$ cat src/rtl/eth_mac_tx_ptp_tagger.sv
// Tags outgoing TX frames with a rolling PTP tag and matches returning MAC timestamps against the outstanding tags.
// Define ETH_MAC_TX_PTP_TAGGER_TIMEOUT_EN to discard head tags whose timestamp never returns.
module eth_mac_tx_ptp_tagger #(
    parameter int DATA_WIDTH   = 64,
    parameter int KEEP_WIDTH   = DATA_WIDTH / 8,
    parameter int TAG_WIDTH    = 16,
    parameter int PTP_TS_WIDTH = 96,
    parameter int PEND_DEPTH   = 8,
    parameter int TIMEOUT      = 1024
) (
    input  logic                          clk,
    input  logic                          rst,
    input  logic [DATA_WIDTH-1:0]         s_axis_tdata,
    input  logic [KEEP_WIDTH-1:0]         s_axis_tkeep,
    input  logic                          s_axis_tlast,
    input  logic                          s_axis_tuser,
    input  logic                          s_axis_tvalid,
    output logic                          s_axis_tready,
    output logic [DATA_WIDTH-1:0]         m_axis_tdata,
    output logic [KEEP_WIDTH-1:0]         m_axis_tkeep,
    output logic                          m_axis_tlast,
    output logic [TAG_WIDTH:0]            m_axis_tuser,
    output logic                          m_axis_tvalid,
    input  logic                          m_axis_tready,
    input  logic [PTP_TS_WIDTH-1:0]       s_ts,
    input  logic [TAG_WIDTH-1:0]          s_ts_tag,
    input  logic                          s_ts_valid,
    output logic [PTP_TS_WIDTH-1:0]       m_ts,
    output logic [TAG_WIDTH-1:0]          m_ts_tag,
    output logic                          m_ts_valid,
    input  logic                          m_ts_ready,
    output logic [$clog2(PEND_DEPTH):0]   pend_count,
    output logic                          stat_lost,
    output logic                          stat_unexp
);

    localparam int PTR_W = $clog2(PEND_DEPTH);
    localparam int CNT_W = PTR_W + 1;

    typedef enum logic [0:0] {
        IDLE  = 1'b0,
        FRAME = 1'b1
    } state_t;

    state_t               state;
    logic [TAG_WIDTH-1:0] tag_cnt;
    logic [TAG_WIDTH-1:0] frame_tag;
    logic [TAG_WIDTH-1:0] beat_tag;

    logic [TAG_WIDTH-1:0] fifo_mem [PEND_DEPTH];
    logic [PTR_W-1:0]     wr_ptr;
    logic [PTR_W-1:0]     rd_ptr;
    logic [CNT_W-1:0]     count;
    logic [TAG_WIDTH-1:0] head_tag;
    logic                 fifo_empty;
    logic                 fifo_full;

    logic stage_free;
    logic beat_accept;
    logic push;
    logic pop;
    logic ts_match;
    logic ts_out_free;
    logic timeout_pop;

    assign stage_free  = m_axis_tready || !m_axis_tvalid;
    assign fifo_empty  = (count == '0);
    assign fifo_full   = (count == CNT_W'(PEND_DEPTH));
    assign head_tag    = fifo_mem[rd_ptr];

    // A full FIFO only blocks the start of a frame; beats inside a frame always flow.
    assign s_axis_tready = !rst && stage_free && ((state == FRAME) || !fifo_full);
    assign beat_accept   = s_axis_tvalid && s_axis_tready;
    assign push          = beat_accept && (state == IDLE);
    assign beat_tag      = (state == IDLE) ? tag_cnt : frame_tag;

    assign ts_match    = s_ts_valid && !fifo_empty && (s_ts_tag == head_tag);
    assign ts_out_free = !m_ts_valid || m_ts_ready;
    assign pop         = ts_match || timeout_pop;
    assign pend_count  = count;

    always_ff @(posedge clk) begin
        if (rst) begin
            m_axis_tdata  <= '0;
            m_axis_tkeep  <= '0;
            m_axis_tlast  <= 1'b0;
            m_axis_tuser  <= '0;
            m_axis_tvalid <= 1'b0;
        end else begin
            if (stage_free) begin
                m_axis_tvalid <= beat_accept;
            end
            if (beat_accept) begin
                m_axis_tdata <= s_axis_tdata;
                m_axis_tkeep <= s_axis_tkeep;
                m_axis_tlast <= s_axis_tlast;
                m_axis_tuser <= {beat_tag, s_axis_tuser};
            end
        end
    end

    always_ff @(posedge clk) begin
        if (rst) begin
            state     <= IDLE;
            tag_cnt   <= '0;
            frame_tag <= '0;
        end else if (beat_accept) begin
            case (state)
                IDLE: begin
                    frame_tag <= tag_cnt;
                    tag_cnt   <= tag_cnt + 1'b1;
                    if (!s_axis_tlast) begin
                        state <= FRAME;
                    end
                end
                FRAME: begin
                    if (s_axis_tlast) begin
                        state <= IDLE;
                    end
                end
                default: state <= IDLE;
            endcase
        end
    end

    always_ff @(posedge clk) begin
        if (push) begin
            fifo_mem[wr_ptr] <= tag_cnt;
        end
    end

    always_ff @(posedge clk) begin
        if (rst) begin
            wr_ptr <= '0;
            rd_ptr <= '0;
            count  <= '0;
        end else begin
            if (push) begin
                wr_ptr <= wr_ptr + 1'b1;
            end
            if (pop) begin
                rd_ptr <= rd_ptr + 1'b1;
            end
            case ({push, pop})
                2'b10:   count <= count + 1'b1;
                2'b01:   count <= count - 1'b1;
                default: count <= count;
            endcase
        end
    end

    // A matched tag is popped even when the output is busy, so the FIFO never stalls on a slow consumer.
    always_ff @(posedge clk) begin
        if (rst) begin
            m_ts       <= '0;
            m_ts_tag   <= '0;
            m_ts_valid <= 1'b0;
            stat_unexp <= 1'b0;
        end else begin
            stat_unexp <= s_ts_valid && !(ts_match && ts_out_free);
            if (m_ts_valid && m_ts_ready) begin
                m_ts_valid <= 1'b0;
            end
            if (ts_match && ts_out_free) begin
                m_ts       <= s_ts;
                m_ts_tag   <= s_ts_tag;
                m_ts_valid <= 1'b1;
            end
        end
    end

`ifdef ETH_MAC_TX_PTP_TAGGER_TIMEOUT_EN
    localparam int WAIT_W = $clog2(TIMEOUT + 1);

    logic [WAIT_W-1:0] wait_cnt;

    assign timeout_pop = !fifo_empty && !ts_match && (wait_cnt == WAIT_W'(TIMEOUT - 1));

    // Held at zero while empty, so a fresh head always starts counting from zero.
    always_ff @(posedge clk) begin
        if (rst) begin
            wait_cnt  <= '0;
            stat_lost <= 1'b0;
        end else begin
            stat_lost <= timeout_pop;
            if (pop || fifo_empty) begin
                wait_cnt <= '0;
            end else begin
                wait_cnt <= wait_cnt + 1'b1;
            end
        end
    end
`else
    logic unused_timeout;

    assign unused_timeout = (TIMEOUT > 0);
    assign timeout_pop    = 1'b0;
    assign stat_lost      = 1'b0;
`endif

endmodule

$ cat config.mk
export PLATFORM = sky130hd
export DESIGN_NAME = eth_mac_tx_ptp_tagger
export DESIGN_NICKNAME = d
export VERILOG_FILES = /design/src/rtl/eth_mac_tx_ptp_tagger.sv
export SDC_FILE = /design/constraint.sdc
export NUM_CORES = 1
export LEC_CHECK = 0
export BUFFER_PORTS_ARGS = -buffer_cell sky130_fd_sc_hd__buf_2
export CORE_MARGIN = 5
export CORE_UTILIZATION = 40
export CTS_CLUSTER_SIZE = 20
export DETAILED_ROUTE_END_ITERATION = 7
export PLACE_DENSITY = 0.67
export SLEW_MARGIN = 20
export SYNTH_ARGS = -nofsm -noshare
export SYNTH_HDL_FRONTEND = slang
export SYNTH_SLANG_ARGS = --single-unit
$ cat constraint.sdc
create_clock -name clk -period 5.1 [get_ports clk]
set_input_delay 1.02 -clock clk [delete_from_list [all_inputs] [get_ports clk]]
set_output_delay 1.02 -clock clk [all_outputs]
set_load 0.1 [all_outputs]
==> results.cfg <==
[floorplan]
coreArea_um2 = 36300
num_rows = 70
initial_core_util_pct = 40.2
die_h_um = 201
ios = 403
dieArea_um2 = 40400
die_w_um = 201

[cts]
path_clk_slew_ps = 60
htree_levels = 2
cts_tree = built
clk_latency_ps = 540
ctsResizeCount = 0
root_buffer = clkbuf_16
clock_sinks = 363
cts_setup_buffers = 0
clk_path_buf_depth = 3
ctsHoldBuffers = 0
cts_made_buffers = 39

[pwr]
power_mw = 6.49
cellLeakagePower_nw = 6.85
power_density_nw_per_um2 = 359
ir_worst_vdd_v = 0.000236

[place]
io_buffer_count = 401
gp_congestion = 0.816
dp_hpwl_mm = 28.4
place_inst = 2128

[finish]
area_growth_pct = 23.9
nNetsFinal = 1899
fillers = 3348
drive_gt1_share_pct = 30.5
final_common_cell = buf_2
mostFrequentLayoutCells = 400 x buf_2, 234 x dfxtp_1, 216 x a21oi_1
final_cells = 2203

[synthesis]
avgSynthCellArea_um2 = 10.6
ys_seq_elements = 363
synth_edf_count = 128
ys_async_sr_fraction_pct = 0
synth.distinct_cells = 47
ys_seq_area_share_pct = 58.6
ys_warn_count = 0
synthCells = 1372
ys.flop_type = dfxtp_1
synthesis.nets = 1570
syn_area_um2 = 14600

[worst_hold_path]
hold-path-cell-count = 2
min_from = m_axis_tdata[53]
hp-class = reg -> reg
whs_endpoint = m_axis_tdata[53]

[critical_path]
r2r_cells = 10
required_ps = 5560
worstSetupEndpointType = register
r2r_end = m_ts[15]
worstPathMaxFanout = 74
path_class = reg -> reg
startpoint_type = register
crit_arrival_ps = 4560
ff2ff_setup_slack_ps = 1000

[route]
ant_nets = 0
first_iter_violations = 832
drc = 0
avgRoutedWirePerCell_um = 19.3
drt_wl_total_mm = 42.6
routed_via_density = 5.54
route.vias.total = 12200
drt_pre_antenna_iters = 5

[global_routing]
grt_pass1_wl_mm = 66.4
antenna_found_initial = 4
grt_max_degree = 116
overflow = 0
grt_usage_pct = 19.9
grt_pass1_vias = 11800

[timing]
tns_ps = 0
rsz0062_at_grt = false
fin_crit_sh_pct = 80.4
finClkSkew_ps = 22.4
clock.fmax_ghz = 0.244
period_minus_slack_ps = 4100
max_slew_margin_pct = 28.6
finalHoldViolations = 0
setup_viol = 0
slew_viol_final = 0
worst_slew_pin_slew_ps = 1070

[job]
maxCapViolations = 0

[run_status]
status = complete, no violations
## worst max path at each step
stage | from | to | cells past startpoint
2_1_floorplan | pend_count[1] | m_axis_tdata[18] | 9
3_3_place_gp | register | pend_count[2] | 15
3_5_place_dp | register | m_ts[15] | 10
4_1_cts | register | m_ts[15] | 10
5_1_grt | register | pend_count[2] | 15
6_report | register | m_ts[15] | 10
## per-stage QoR
step                      area, um2  util, %  hold WS (ps)  worst slack (ps)
after floorplan               14600        -           462               178
after global placement        16700     46.1           439              1130
after detailed placement      16700     46.1           444              1040
after CTS                     18100     49.7           452              1030
after global routing          18100     49.8           472               710
final                         18100     49.8           449               999
## per-layer routing
layer  wire (um)  vias up  track usage, %
met5           0        -               0
met4        1190        0            5.85
met3        4000       74            5.30
met2       19900      552            32.4
met1       17600     5834            26.2
li1            -     5740               -
## report_power, final
| part | internal (mW) | switching [mW] | total [mW] |
|---|---|---|---|
| clock | 1.75 | 1.15 | 2.90 |
| sequential | 3.02 | 0.0254 | 3.05 |
| combinational | 0.125 | 0.412 | 0.538 |
## logic make-up (layout without fill, tap and decap cells)
logic type                 Yosys count  after routing  synth area share, %
muxes                               58             58                 5.39
xor gates and xnor gates            27             27                 1.62
AOI/OAI and AO/OA                  364            364                 15.0
buffers and inverters              141            501                 5.09
other                                1              4               0.0257
and+or+nand+nor                    412            412                 13.8
adders and majority gates            6              6                0.514
DFF                                363            363                 58.6
## flip-flops by register name, summed over array words and instances (netlist names), 4 cells and up, named ones only
name          flops
tag_cnt          16
m_axis_tuser     17
m_ts             96
fifo_mem        128
pend_count        4
m_axis_tdata     64
m_axis_tkeep      8
m_ts_tag         16
## Yosys cell counts (6+ instances only)
library cell | n | area, um2
nor2_1 | 29 | 109
dfxtp_1 | 235 | 4700
nand3_1 | 6 | 30.0
nand2_1 | 198 | 743
nand4_1 | 122 | 763
xor2_1 | 19 | 166
clkbuf_1 | 65 | 244
ha_1 | 6 | 75.1
o31ai_1 | 114 | 856
mux4_2 | 16 | 360
o21ai_0 | 8 | 40.0
buf_6 | 18 | 203
mux2i_1 | 37 | 370
buf_1 | 8 | 30.0
edfxtp_1 | 128 | 3840
a22o_1 | 10 | 87.6
a21oi_1 | 216 | 1080
nor3_1 | 16 | 80.1
nor2b_1 | 10 | 62.6
inv_1 | 7 | 26.3
xnor2_1 | 8 | 70.1
buf_2 | 39 | 195
## final cells by class
cell class | instances | area (um2) | area share (%)
Antenna cell | 3 | 7.51 | 0.0415
Timing Repair Buffer | 422 | 2190 | 12.1
Clock buffer | 54 | 1120 | 6.21
Clock inverter | 18 | 206 | 1.14
Inverter | 7 | 26.3 | 0.145
Sequential cell | 363 | 8550 | 47.3
Multi-Input combinational cell | 868 | 5400 | 29.9
Tap cell | 468 | 586 | 3.24
## worst max-delay path, stage by stage, from the launching register on
cell     delay [ps]
dfxtp_2         730
buf_4           320
nor2b_1         340
a22o_1          240
nor3_1           70
nor4b_1         370
and4_4          300
buf_4           410
buf_4           710
nand4_1         250
a21oi_1         200
Note: power is estimated with default switching activity, not from simulation.
